File: src/rtl/pool_relu_sched.sv
// pool_relu_sched: round-robin window scheduler that shares one pool_ReLU datapath
// between N_REQ streams and tags each window result with its source id.
module pool_relu_sched #(
   parameter int unsigned N_REQ    = 4,
   parameter int unsigned DATA_WID = 16,
   parameter int unsigned WIN      = 4,
   parameter int unsigned POOL_LAT = 2,
   parameter int unsigned ID_WID   = 2
) (
   input  logic                      clk,
   input  logic                      reset,
   input  logic [N_REQ-1:0]          req_valid,
   input  logic [N_REQ*DATA_WID-1:0] req_data,
   output logic [N_REQ-1:0]          req_ready,
   output logic                      pool_in_valid,
   output logic [DATA_WID-1:0]       pool_in_data,
   output logic                      pool_in_last,
   output logic [ID_WID-1:0]         res_tag,
   output logic                      res_tag_valid,
   output logic                      busy
);

   localparam int unsigned CNT_W = (WIN > 1) ? $clog2(WIN) : 1;
   localparam int unsigned SUM_W = ID_WID + 1;
   localparam int unsigned TAG_W = ID_WID + 1;

   typedef enum logic {IDLE, LOCK} state_t;

   state_t              state, state_d;
   logic [ID_WID-1:0]   owner, owner_d;
   logic [ID_WID-1:0]   rr_ptr, rr_ptr_d;
   logic [ID_WID-1:0]   pick;
   logic [ID_WID-1:0]   src_q;
   logic [CNT_W-1:0]    beat_cnt, beat_cnt_d;
   logic [N_REQ-1:0]    ready_d;
   logic                busy_d;
   logic                accept;
   logic                win_end;
   logic [SUM_W-1:0]    cand;
   logic [DATA_WID-1:0] req_word [N_REQ];
   logic [TAG_W-1:0]    tag_pipe [POOL_LAT];

   for (genvar g = 0; g < N_REQ; g++) begin : g_unpack
      assign req_word[g] = req_data[g*DATA_WID +: DATA_WID];
   end

   // First valid requester at or after rr_ptr, wrapping modulo N_REQ.
   always_comb begin
      pick = rr_ptr;
      cand = '0;
      for (int i = N_REQ - 1; i >= 0; i--) begin
         cand = {1'b0, rr_ptr} + SUM_W'(i);
         if (cand >= SUM_W'(N_REQ)) begin
            cand = cand - SUM_W'(N_REQ);
         end
         if (req_valid[cand[ID_WID-1:0]]) begin
            pick = cand[ID_WID-1:0];
         end
      end
   end

   // Window lock: next state, counters and the registered ready/busy values.
   always_comb begin
      state_d    = state;
      owner_d    = owner;
      rr_ptr_d   = rr_ptr;
      beat_cnt_d = beat_cnt;
      accept     = 1'b0;
      win_end    = 1'b0;
      case (state)
         IDLE: begin
            if (|req_valid) begin
               owner_d    = pick;
               beat_cnt_d = '0;
               state_d    = LOCK;
            end
         end
         LOCK: begin
            accept = req_valid[owner];
            if (accept) begin
               if (beat_cnt == CNT_W'(WIN - 1)) begin
                  win_end    = 1'b1;
                  beat_cnt_d = '0;
                  rr_ptr_d   = (owner == ID_WID'(N_REQ - 1)) ? '0 : owner + 1'b1;
                  state_d    = IDLE;
               end else begin
                  beat_cnt_d = beat_cnt + 1'b1;
               end
            end
         end
         default: state_d = IDLE;
      endcase
      busy_d  = (state_d == LOCK);
      ready_d = '0;
      if (state_d == LOCK) begin
         ready_d[owner_d] = 1'b1;
      end
   end

   always_ff @(posedge clk or negedge reset) begin
      if (!reset) begin
         state         <= IDLE;
         owner         <= '0;
         rr_ptr        <= '0;
         beat_cnt      <= '0;
         req_ready     <= '0;
         busy          <= 1'b0;
         pool_in_valid <= 1'b0;
         pool_in_data  <= '0;
         pool_in_last  <= 1'b0;
         src_q         <= '0;
         for (int i = 0; i < POOL_LAT; i++) begin
            tag_pipe[i] <= '0;
         end
      end else begin
         state         <= state_d;
         owner         <= owner_d;
         rr_ptr        <= rr_ptr_d;
         beat_cnt      <= beat_cnt_d;
         req_ready     <= ready_d;
         busy          <= busy_d;
         pool_in_valid <= accept;
         pool_in_last  <= win_end;
         if (accept) begin
            pool_in_data <= req_word[owner];
            src_q        <= owner;
         end
         // {last, source} travels alongside the beat through the datapath latency.
         tag_pipe[0] <= {pool_in_last, src_q};
         for (int i = 1; i < POOL_LAT; i++) begin
            tag_pipe[i] <= tag_pipe[i-1];
         end
      end
   end

   assign res_tag_valid = tag_pipe[POOL_LAT-1][ID_WID];
   assign res_tag       = tag_pipe[POOL_LAT-1][ID_WID-1:0];

endmodule

File: config.mk
export PLATFORM = sky130hd
export DESIGN_NAME = pool_relu_sched
export DESIGN_NICKNAME = d
export VERILOG_FILES = /design/src/rtl/pool_relu_sched.sv
export SDC_FILE = /design/constraint.sdc
export NUM_CORES = 1
export LEC_CHECK = 0
export ABC_AREA = 1
export BUFFER_PORTS_ARGS = -buffer_cell sky130_fd_sc_hd__buf_4
export CAP_MARGIN = 40
export CELL_PAD_IN_SITES_DETAIL_PLACEMENT = 1
export CELL_PAD_IN_SITES_GLOBAL_PLACEMENT = 2
export CORE_ASPECT_RATIO = 0.75
export CORE_MARGIN = 8
export CORE_UTILIZATION = 22
export DETAILED_ROUTE_END_ITERATION = 16
export GPL_TIMING_DRIVEN = 0
export PLACE_DENSITY_LB_ADDON = 0.1
export SLEW_MARGIN = 5
export SYNTH_ARGS = -nofsm -noshare
export SYNTH_HDL_FRONTEND = slang
export SYNTH_SLANG_ARGS = --single-unit
File: constraint.sdc
create_clock -name clk -period 1.3 [get_ports clk]
set_input_delay 0.26 -clock clk [delete_from_list [all_inputs] [get_ports clk]]
set_output_delay 0.26 -clock clk [all_outputs]
set_load 0.02 [all_outputs]
==> metrics, run 1 <==
count of flip-flops with a built-in enable after synthesis=0; placed cells=around 500; Max rail drop VDD=0.836 mV; data required time of the critical path=1.51 ns; later-pin clock latency in the skew report=around 0.28 ns; Root Buffer=sky130_fd_sc_hd__clkbuf_16; final worst-path cycle share=118%; pin count of the biggest net entering global routing=38; depth of the worst register-to-register path=14; port buffer count=95; leak pwr=~1.8 nW; drt total wl=8710 um; commonest cells after routing, fill and taps aside=sky130_fd_sc_hd__buf_4, sky130_fd_sc_hd__nor2_1, sky130_fd_sc_hd__dfrtp_1; floorplan die height=around 100 um; R2R Path Start=rr_ptr[0]; Peak Freq=~650 MHz; path type of the worst min-delay path=in -> reg; transition time of the tightest slew-check pin=about 0.49 ns; MaxCap Viol Count=0; area of the mapped netlist=2050 sq um; proportion of synthesized chip area in sequential cells=a little under half; mean instance size in the synthesized netlist=7.47 sq um; share of Yosys cell area claimed by the top area cell type=between 40% and 50%; prevailing post-synth register cell=sky130_fd_sc_hd__dfrtp_1; max-slew violations=0; final hold viol count=0; start-to-end type of the worst setup path=reg -> reg; number of flip-flops and latches in the synthesized netlist=37; tightest slew margin relative to the limit=approximately two thirds; result of the run=finished with violations; average detailed-routed wire length per instance=approximately 17 um; first element of the critical path=rr_ptr[0]; fraction of synthesis flops using an asynchronous set or reset pin=100%; antenna-violating nets left=0; die footprint=12700 sq um; TritonRoute pass-1 iters=4; Critical Path Fanout Max=6; Register-to-Register Setup Slack=-0.23 ns; last element of the critical path=req_ready[1]; maximum clock insertion buffer count=2; clock transition time at the flip-flop clock pins of the worst setup and hold paths=around 0.060 ns; global placer's final weighted congestion=0.714; horizontal die dimension=between 100 and 150 um; synth top area cells=sky130_fd_sc_hd__dfrtp_1, sky130_fd_sc_hd__nand2_1, sky130_fd_sc_hd__nor2_1; final setup skew=slightly below 0.004 ns; setup repair after global routing missed its margin=true; TritonCTS buffer count=5; standard cell core area=a little over 9000 sq um; antenna violations before repair=0; Detail Placement HPWL=between 6000 and 7000 um; count of pins on the block boundary=96; total routing resource utilization after global routing=between 10% and 20%; initial core utilization=22.6%; post-synthesis cell type count=25; startpoint type of the worst setup path=flip-flop; mean number of vias per cell=between 4 and 5; library cell occupying the most area in the post-synthesis netlist=sky130_fd_sc_hd__dfrtp_1; power density normalized to cell area=just under 3000 nW/um^2; Syn Inst Count=274; data arrival time at the worst-slack endpoint=between 1.5 and 2 ns; via count of the first global-routing pass=roughly 2500; violated checks=setup timing; htree depth=2; final global-route overflow total=0; nets@finish=between 400 and 500; RR Endpoint=req_ready[1]; growth of design area from synthesis to finish=78.1%; most frequent standard cell in the layout excluding fill and tap cells=sky130_fd_sc_hd__buf_4; vias after detailed routing=2313; global-route wire length before repair=between 10000 and 15000 um; layout cell share with drive strength beyond 1=between 50% and 60%; Synthesized Nets=346; number of antenna diodes=0; total number of placement rows=30; setup ws final=-0.228 ns; yosys synthesis warning count=0; clock net sink count=37; post-route DRC violation count=0; Critical Path Sink Type=flip-flop; initial drt markers=70; CTS tree=built; number of cells in the finished layout apart from fillers=roughly 530; Post-Route Hold Slack=0.304 ns; number of setup violations in the final report=31; crit path time final=about 1.5 ns
cell families after synthesis:
| family | synth area share (%) |
|---|---|
| AOI/OAI and AO/OA | 16.1 |
| adders and majority gates | 1.22 |
| buffers and inverters | 8.56 |
| DFF | 45.2 |
| and+or+nand+nor | 28.9 |
cells in the mapped netlist, types with 3 or more instances:
cell type and count:
sky130_fd_sc_hd__a21oi_1 3, sky130_fd_sc_hd__a31oi_1 5, sky130_fd_sc_hd__buf_6 3, sky130_fd_sc_hd__nand3_1 10, sky130_fd_sc_hd__nor2_1 58, sky130_fd_sc_hd__nand2_2 4, sky130_fd_sc_hd__nand2_1 66, sky130_fd_sc_hd__o21ai_0 38
sky130_fd_sc_hd__clkbuf_1 7, sky130_fd_sc_hd__buf_4 4, sky130_fd_sc_hd__o22ai_1 10, sky130_fd_sc_hd__dfrtp_1 37, sky130_fd_sc_hd__inv_1 10, sky130_fd_sc_hd__inv_4 3
registers in the layout, summed over array words and instances, names as in the netlist, 2 cells and up:
| signal | cells |
|---|---|
| pool_in_data | 16 |
| owner | 2 |
| rr_ptr | 2 |
| src_q | 2 |
| req_ready | 4 |
| beat_cnt | 2 |
| res_tag | 2 |
| tag_pipe | 3 |
worst min path at each step:
stage / start / end / slack (ns) / depth (start not counted)
6_report: req_data[27] / pool_in_data[11] / 0.30 / 3
5_1_grt: req_data[27] / pool_in_data[11] / 0.34 / 3
4_1_cts: req_data[27] / pool_in_data[11] / 0.31 / 3
3_5_place_dp: reset / pool_in_data[5] / 0.27 / 1
3_3_place_gp: reset / req_ready[3] / 0.27 / 1
2_1_floorplan: reset / beat_cnt[0] / -0.04 / 0
through the flow:
stage | area (sq um) | setup TNS [ns] | worst slack (ns) | util [%] | power (W)
global route | 3640 | -8.05 | -0.352 | 40.3 | 0.0114
detailed placement | 2940 | -7.13 | -0.333 | 32.5 | 0.00695
floorplan | 2070 | -0.120 | -0.0182 | - | 0.00511
finish | 3640 | -4.72 | -0.228 | 40.3 | 0.0106
CTS | 3520 | -4.36 | -0.228 | 38.9 | 0.0102
global placement | 2940 | -7.16 | -0.340 | 32.5 | 0.00687
report_power, final:
part | internal (W) | leakage [nW] | switching (W)
clock network | 0.00111 | 0.0944 | 0.000503
logic | 0.00306 | 1.25 | 0.00378
registers | 0.00172 | 0.446 | 0.000403
total | 0.00589 | 1.79 | 0.00469
worst max-delay path, cell delays in order (launching register included):
cell                      delay [ns]
sky130_fd_sc_hd__dfrtp_1        0.41
sky130_fd_sc_hd__buf_6          0.16
sky130_fd_sc_hd__inv_8          0.07
sky130_fd_sc_hd__nand2_2        0.05
sky130_fd_sc_hd__nand2_2        0.08
sky130_fd_sc_hd__nand2_1        0.06
sky130_fd_sc_hd__nand2_2        0.07
sky130_fd_sc_hd__inv_2          0.04
sky130_fd_sc_hd__nand2_2        0.07
sky130_fd_sc_hd__nand2_2        0.06
sky130_fd_sc_hd__nand2_2        0.06
sky130_fd_sc_hd__nand3_2        0.08
sky130_fd_sc_hd__nand2_2        0.08
sky130_fd_sc_hd__nand2_2        0.07
sky130_fd_sc_hd__nor2_1         0.09
area by class of cell:
class                           instances  area [sq um]
Multi-Input combinational cell        205          1150
Tap cell                              128           160
Clock inverter                          3          68.8
Buffer                                 16           146
Timing Repair Buffer                  116           968
Fill cell                            1083          5400
Sequential cell                        37           926
Inverter                               16          97.6
Clock buffer                            5           125
routing by layer:
| layer | routed length (um) | track usage, % | part of all wire [%] |
|---|---|---|---|
| met1 | 4160 | 18.5 | 48 |
| met4 | 57 | 2.73 | 0.65 |
| met5 | 0 | 0 | 0 |
| met3 | 616 | 4.97 | 7.1 |
| met2 | 3870 | 21.3 | 44 |
timing repair:
item                       CTS  global route
hold endpoints to repair    37             0
setup buffers               15             3
resized for setup           63            40
hold buffers                 1             0
setup endpoints to repair   31            31
pin swaps                    5            10
gates cloned                 4             0
No activity file was read; power rests on OpenSTA's default activity.
==> run 2: changes to the inputs <==
--- a/config.mk
+++ b/config.mk
@@ -14,8 +14,7 @@
 export CORE_MARGIN = 8
 export CORE_UTILIZATION = 22
 export DETAILED_ROUTE_END_ITERATION = 16
-export GPL_TIMING_DRIVEN = 0
-export PLACE_DENSITY_LB_ADDON = 0.1
+export PLACE_DENSITY = 0.76
 export SLEW_MARGIN = 5
 export SYNTH_ARGS = -nofsm -noshare
 export SYNTH_HDL_FRONTEND = slang
==> metrics, run 2 (synthesized netlist as in run 1, its figures left out) <==
setup ws final=-0.248 ns (was -0.228 ns); antenna violations before repair=0 (unchanged); Fill cells=1099 (was 1083); transition time of the tightest slew-check pin=0.468 ns (was 0.493 ns); RR Endpoint=req_ready[3] (was req_ready[1]); Max rail drop VDD=0.830 mV (was 0.836 mV); crit path time final=1.55 ns (was 1.53 ns); TritonCTS buffer count=5 (unchanged); later-pin clock latency in the skew report=0.27 ns (was 0.28 ns); placement-stage worst setup slack=-0.236 ns (was -0.333 ns); final standard cell area without fillers=3660 sq um (was 3640 sq um); largest registers=pool_in_data (16), req_ready (4), tag_pipe (3) (unchanged); R2R Path Start=rr_ptr[0] (unchanged); clock net sink count=37 (unchanged); hold wc startpoint=req_data[59] (was req_data[27]); data required time of the critical path=1.50 ns (was 1.51 ns); Root Buffer=sky130_fd_sc_hd__clkbuf_16 (unchanged); final hold viol count=0 (unchanged); global-route wire length before repair=12800 um (was 13900 um); met3 capacity usage during global routing=4.49% (was 4.97%); MaxCap Viol Count=0 (unchanged); nets@finish=476 (was 469); violated checks=setup timing (unchanged); number of antenna diodes=0 (unchanged); average detailed-routed wire length per instance=15.7 um (was 16.6 um); CTS tree=built (unchanged); WHS Endpoint=pool_in_data[11] (unchanged); tightest slew margin relative to the limit=68.8% (was 67.1%); count of pins on the block boundary=96 (unchanged); data arrival time at the worst-slack endpoint=1.75 ns (was 1.74 ns); antenna-violating nets left=0 (unchanged); drt total wl=8360 um (was 8710 um); total number of placement rows=30 (unchanged); Hold Crit Depth=3 (unchanged); Register-to-Register Setup Slack=-0.25 ns (was -0.23 ns); initial drt markers=57 (was 70); vias after detailed routing=2303 (was 2313); initial core utilization=22.6% (unchanged); power density normalized to cell area=2720 nW/um^2 (was 2900 nW/um^2); number of setup violations in the final report=30 (was 31); htree depth=2 (unchanged); floorplan die height=99.5 um (unchanged); die footprint=12700 sq um (unchanged); layout cell share with drive strength beyond 1=50.7% (was 52.8%); standard cell core area=9050 sq um (unchanged); most frequent CP cell=sky130_fd_sc_hd__nand2_2 (unchanged); most heavily used metal layer in global routing=met2 (unchanged); TritonRoute pass-1 iters=4 (unchanged); Fin Setup TNS=-3.65 ns (was -4.72 ns); path type of the worst min-delay path=in -> reg (unchanged); mean number of vias per cell=4.33 (was 4.40); port buffer count=95 (unchanged); maximum clock insertion buffer count=2 (unchanged); library cell contributing the largest single delay on the critical path=sky130_fd_sc_hd__dfrtp_2 (was sky130_fd_sc_hd__dfrtp_1); max-slew violations=0 (unchanged); Post-DP Area=3060 sq um (was 2940 sq um); depth of the worst register-to-register path=12 (was 14); Detail Placement HPWL=5880 um (was 6300 um); Peak Freq=646 MHz (was 654 MHz); growth of design area from synthesis to finish=78.9% (was 78.1%); final worst-path cycle share=119% (was 118%); most frequent standard cell in the layout excluding fill and tap cells=sky130_fd_sc_hd__buf_4 (unchanged); family with the most delay on the worst path=simple AND/OR/NAND/NOR gates (unchanged); commonest cells after routing, fill and taps aside=sky130_fd_sc_hd__buf_4, sky130_fd_sc_hd__nor2_1, sky130_fd_sc_hd__nand2_1 (was sky130_fd_sc_hd__buf_4, sky130_fd_sc_hd__nor2_1, sky130_fd_sc_hd__dfrtp_1); post-route DRC violation count=0 (unchanged); final global-route overflow total=0 (unchanged); Critical Path Fanout Max=4 (was 6); total routing resource utilization after global routing=12.5% (was 14.0%); start-to-end type of the worst setup path=reg -> reg (unchanged); GR Util met1=15.9% (was 18.5%); setup repair after global routing missed its margin=true (unchanged); global placer's final weighted congestion=0.767 (was 0.714); Max stage delay on crit path=0.43 ns (was 0.41 ns); via count of the first global-routing pass=2468 (was 2513); Critical Path Sink Type=flip-flop (unchanged); grt met2 use=20.1% (was 21.3%); register containing the most flip-flops in the final layout=pool_in_data (unchanged); sum of buffers and inverters on the critical path=2 (was 3); leak pwr=1.82 nW (was 1.79 nW); result of the run=finished with violations (unchanged); cells along the critical path=buf_4, nand2_1, nand3_2, nand2_2, inv_2, nand2_2, nand2_2, nand3_1, nand3_2, nand2_2, nand2_2, nor2_1 (was buf_6, inv_8, nand2_2, nand2_2, nand2_1, nand2_2, inv_2, nand2_2, nand2_2, nand2_2, nand3_2, nand2_2, nand2_2, nor2_1); horizontal die dimension=127 um (unchanged); number of cells in the finished layout apart from fillers=532 (was 526); final setup skew=0.00280 ns (was 0.00389 ns); startpoint type of the worst setup path=flip-flop (unchanged); placed cells=507 (was 497); pin count of the biggest net entering global routing=38 (unchanged); clock transition time at the flip-flop clock pins of the worst setup and hold paths=0.05 ns (was 0.06 ns); total power after layout=0.00997 W (was 0.0106 W); number of flip-flops in the largest register=16 (unchanged)
## run 2: stage by stage
step,hold WS [ns],utilization (%)
2_1_floorplan,-0.0356,-
3_3_place_gp,0.256,33.8
3_5_place_dp,0.259,33.8
4_1_cts,0.310,37.2
5_1_grt,0.344,40.5
6_report,0.314,40.5
## run 2: layout make-up
| cell class | instances | area, sq um | share of cell area, % |
|---|---|---|---|
| clock buffers | 7 | 143 | 3.90 |
| inverters | 16 | 87.6 | 2.39 |
| multi-input cells | 205 | 1150 | 31.5 |
| flip-flops and latches | 37 | 931 | 25.4 |
| well taps | 128 | 160 | 4.37 |
| repair buffers | 139 | 1190 | 32.4 |
## run 2: repair_timing
item,4_1_cts,5_1_grt
setup endpoints to repair,28,30
gates cloned,1,2
buffers inserted,8,6
hold buffers,1,0
endpoints found under the hold margin,37,0
pin swaps,4,24
resized for setup,21,61
## run 2: routing by layer
metal	wire length, um	vias up
li1	-	1151
met1	3880	1075
met2	3760	68
met3	620	9
met4	93	0
met5	0	-
## run 2: report_power, final
part / switching, W / total [W] / internal, W
clock: 0.000420 / 0.00117 / 0.000752
sequential: 0.000401 / 0.00214 / 0.00174
combinational: 0.00357 / 0.00666 / 0.00309
total: 0.00439 / 0.00997 / 0.00557
## run 2: how the worst max path moves through the flow
stage               startpoint      endpoint  slack, ns  cells after the start
floorplan             owner[0]   beat_cnt[0]      -0.02                     10
global placement     rr_ptr[0]  req_ready[1]      -0.18                     12
detailed placement   rr_ptr[0]  req_ready[1]      -0.24                     12
CTS                  rr_ptr[0]  req_ready[1]      -0.19                     14
global route         rr_ptr[0]  req_ready[3]      -0.34                     12
finish               rr_ptr[0]  req_ready[3]      -0.25                     12
## run 2: worst reg2reg max path, delay by kind of cell, from the launching register on
family,cells,cell delay (ns)
AND/OR/NAND/NOR,10,0.84
flip-flops,1,0.43
buffers and inverters,2,0.20
==> run 3: changes to the inputs <==
--- a/config.mk
+++ b/config.mk
@@ -15,6 +15,7 @@
 export CORE_UTILIZATION = 22
 export DETAILED_ROUTE_END_ITERATION = 16
 export PLACE_DENSITY = 0.76
+export RECOVER_POWER = 25
 export SLEW_MARGIN = 5
 export SYNTH_ARGS = -nofsm -noshare
 export SYNTH_HDL_FRONTEND = slang
==> metrics, run 3 (synthesized netlist as in run 1, its figures left out) <==
start-to-end type of the worst setup path=reg -> reg (unchanged); number of setup violations in the final report=30 (unchanged); Post-Route Hold Slack=0.314 ns (about the same); total routing resource utilization after global routing=12.5% (unchanged); transition time of the tightest slew-check pin=0.506 ns (was 0.468 ns); initial core utilization=22.6% (unchanged); final worst-path cycle share=119% (unchanged); data arrival time at the worst-slack endpoint=1.75 ns (about the same); pin count of the biggest net entering global routing=38 (unchanged); standard cell core area=9050 sq um (unchanged); startpoint type of the worst setup path=flip-flop (unchanged); average detailed-routed wire length per instance=15.7 um (about the same); nets@finish=476 (unchanged); clock transition time at the flip-flop clock pins of the worst setup and hold paths=0.05 ns (about the same); violated checks=setup timing (unchanged); path type of the worst min-delay path=in -> reg (unchanged); later-pin clock latency in the skew report=0.27 ns (about the same); placement-stage worst setup slack=-0.236 ns (unchanged); tightest slew margin relative to the limit=66.3% (was 68.8%); setup ws final=-0.248 ns (unchanged); switching share of power=44.1% (about the same); area of the multi-input gates=1150 sq um (unchanged); Peak Freq=646 MHz (unchanged); leak pwr=1.82 nW (about the same); Hold Crit Depth=3 (unchanged); Storage cell area=931 sq um (unchanged); clock net sink count=37 (unchanged); share of power burned in the clock network=11.8% (about the same); Detail Placement HPWL=5880 um (unchanged); final global-route overflow total=0 (unchanged); switching power=0.00439 W (about the same); TritonCTS buffer count=5 (unchanged); layout cell share with drive strength beyond 1=50.7% (unchanged); WHS Endpoint=pool_in_data[11] (unchanged); final hold viol count=0 (unchanged); drt total wl=8360 um (about the same); port buffer count=95 (unchanged); Max rail drop VDD=0.830 mV (about the same); initial drt markers=57 (unchanged); result of the run=finished with violations (unchanged); Register-to-Register Setup Slack=-0.25 ns (about the same); Max stage delay on crit path=0.43 ns (about the same); largest registers=pool_in_data (16), req_ready (4), tag_pipe (3) (unchanged); data required time of the critical path=1.50 ns (about the same); crit path time final=1.55 ns (unchanged); MaxCap Viol Count=0 (unchanged); register containing the most flip-flops in the final layout=pool_in_data (unchanged); R2R Path Start=rr_ptr[0] (unchanged); hold wc startpoint=req_data[59] (unchanged); Critical Path Sink Type=flip-flop (unchanged); global placer's final weighted congestion=0.767 (unchanged); RR Endpoint=req_ready[3] (unchanged); htree depth=2 (unchanged); Post-DP Area=3060 sq um (unchanged); most frequent CP cell=sky130_fd_sc_hd__nand2_2 (unchanged); most frequent standard cell in the layout excluding fill and tap cells=sky130_fd_sc_hd__buf_4 (unchanged); Critical Path Fanout Max=4 (unchanged); vias after detailed routing=2304 (was 2303); number of antenna diodes=0 (unchanged); post-route DRC violation count=0 (unchanged); floorplan die height=99.5 um (unchanged); global-route wire length before repair=12800 um (unchanged); die footprint=12700 sq um (unchanged); cells along the critical path=buf_4, nand2_1, nand3_2, nand2_2, inv_2, nand2_2, nand2_2, nand3_1, nand3_2, nand2_2, nand2_2, nor2_1 (unchanged); mean number of vias per cell=4.33 (about the same); sequential cell fraction of total power=21.4% (about the same); Power Internal=0.00557 W (about the same); count of pins on the block boundary=96 (unchanged); final standard cell area without fillers=3660 sq um (unchanged); family with the most delay on the worst path=simple AND/OR/NAND/NOR gates (unchanged); growth of design area from synthesis to finish=78.9% (unchanged); via count of the first global-routing pass=2468 (unchanged); power density normalized to cell area=2720 nW/um^2 (about the same); Fill cells=1099 (unchanged); Root Buffer=sky130_fd_sc_hd__clkbuf_16 (unchanged); commonest cells after routing, fill and taps aside=sky130_fd_sc_hd__buf_4, sky130_fd_sc_hd__nor2_1, sky130_fd_sc_hd__nand2_1 (unchanged); setup repair after global routing missed its margin=true (unchanged); CTS tree=built (unchanged); antenna violations before repair=0 (unchanged); max-slew violations=0 (unchanged); total number of placement rows=30 (unchanged); antenna-violating nets left=0 (unchanged); depth of the worst register-to-register path=12 (unchanged); horizontal die dimension=127 um (unchanged); library cell contributing the largest single delay on the critical path=sky130_fd_sc_hd__dfrtp_2 (unchanged); maximum clock insertion buffer count=2 (unchanged); TritonRoute pass-1 iters=4 (unchanged); combinational share of power=66.8% (about the same); number of flip-flops in the largest register=16 (unchanged); final setup skew=0.00280 ns (unchanged); sum of buffers and inverters on the critical path=2 (unchanged)
## run 3: worst max path at each step
stage                         start            to  cells past startpoint
after floorplan            owner[0]   beat_cnt[0]                     10
after detailed placement  rr_ptr[0]  req_ready[1]                     12
after global routing      rr_ptr[0]  req_ready[3]                     12
final                     rr_ptr[0]  req_ready[3]                     12
after CTS                 rr_ptr[0]  req_ready[1]                     14
after global placement    rr_ptr[0]  req_ready[1]                     12
## run 3: per-layer routing
layer / global-route usage (%) / share of wire (%) / vias up
li1: - / - / 1151
met1: 15.9 / 46 / 1076
met2: 20.1 / 45 / 68
met3: 4.49 / 7.4 / 9
met4: 2.19 / 1.1 / 0
met5: 0 / 0 / -
## run 3: tightest hold or removal path, stage by stage
cell and delay, ns:
sky130_fd_sc_hd__buf_4 0.08, sky130_fd_sc_hd__o21ai_0 0.06, sky130_fd_sc_hd__a31oi_1 0.15
## run 3: repair_timing
item	CTS	global route
buffers inserted	8	6
cloned	1	2
gates resized for setup	21	61
endpoints found under the setup margin	28	30
hold endpoints to repair	37	0
hold buffers	1	0
pin swaps	4	24
## run 3: per-stage QoR
step	util, %	TNS (ns)	std cells	power [W]
CTS	37.2	-2.04	524	0.00895
finish	40.5	-3.65	532	0.00997
floorplan	-	-0.120	274	0.00511
detailed placement	33.8	-3.22	507	0.00713
global placement	33.8	-2.77	507	0.00705
global route	40.5	-6.18	532	0.0108
## run 3: area by class of cell
cell class	count	share of cell area, %
Sequential cell	37	25.4
Tap cell	128	4.37
Timing Repair Buffer	139	32.4
Inverter	16	2.39
Clock buffer	7	3.90
Multi-Input combinational cell	205	31.5
## run 3: power by group through the flow
stage | sequential [W] | clock, W | combinational, W
finish | 0.00214 | 0.00117 | 0.00666
global route | 0.00221 | 0.00126 | 0.00733
CTS | 0.00211 | 0.00121 | 0.00564
detailed placement | 0.00213 | 0 | 0.00500
global placement | 0.00212 | 0 | 0.00493
floorplan | 0.00243 | 0 | 0.00268
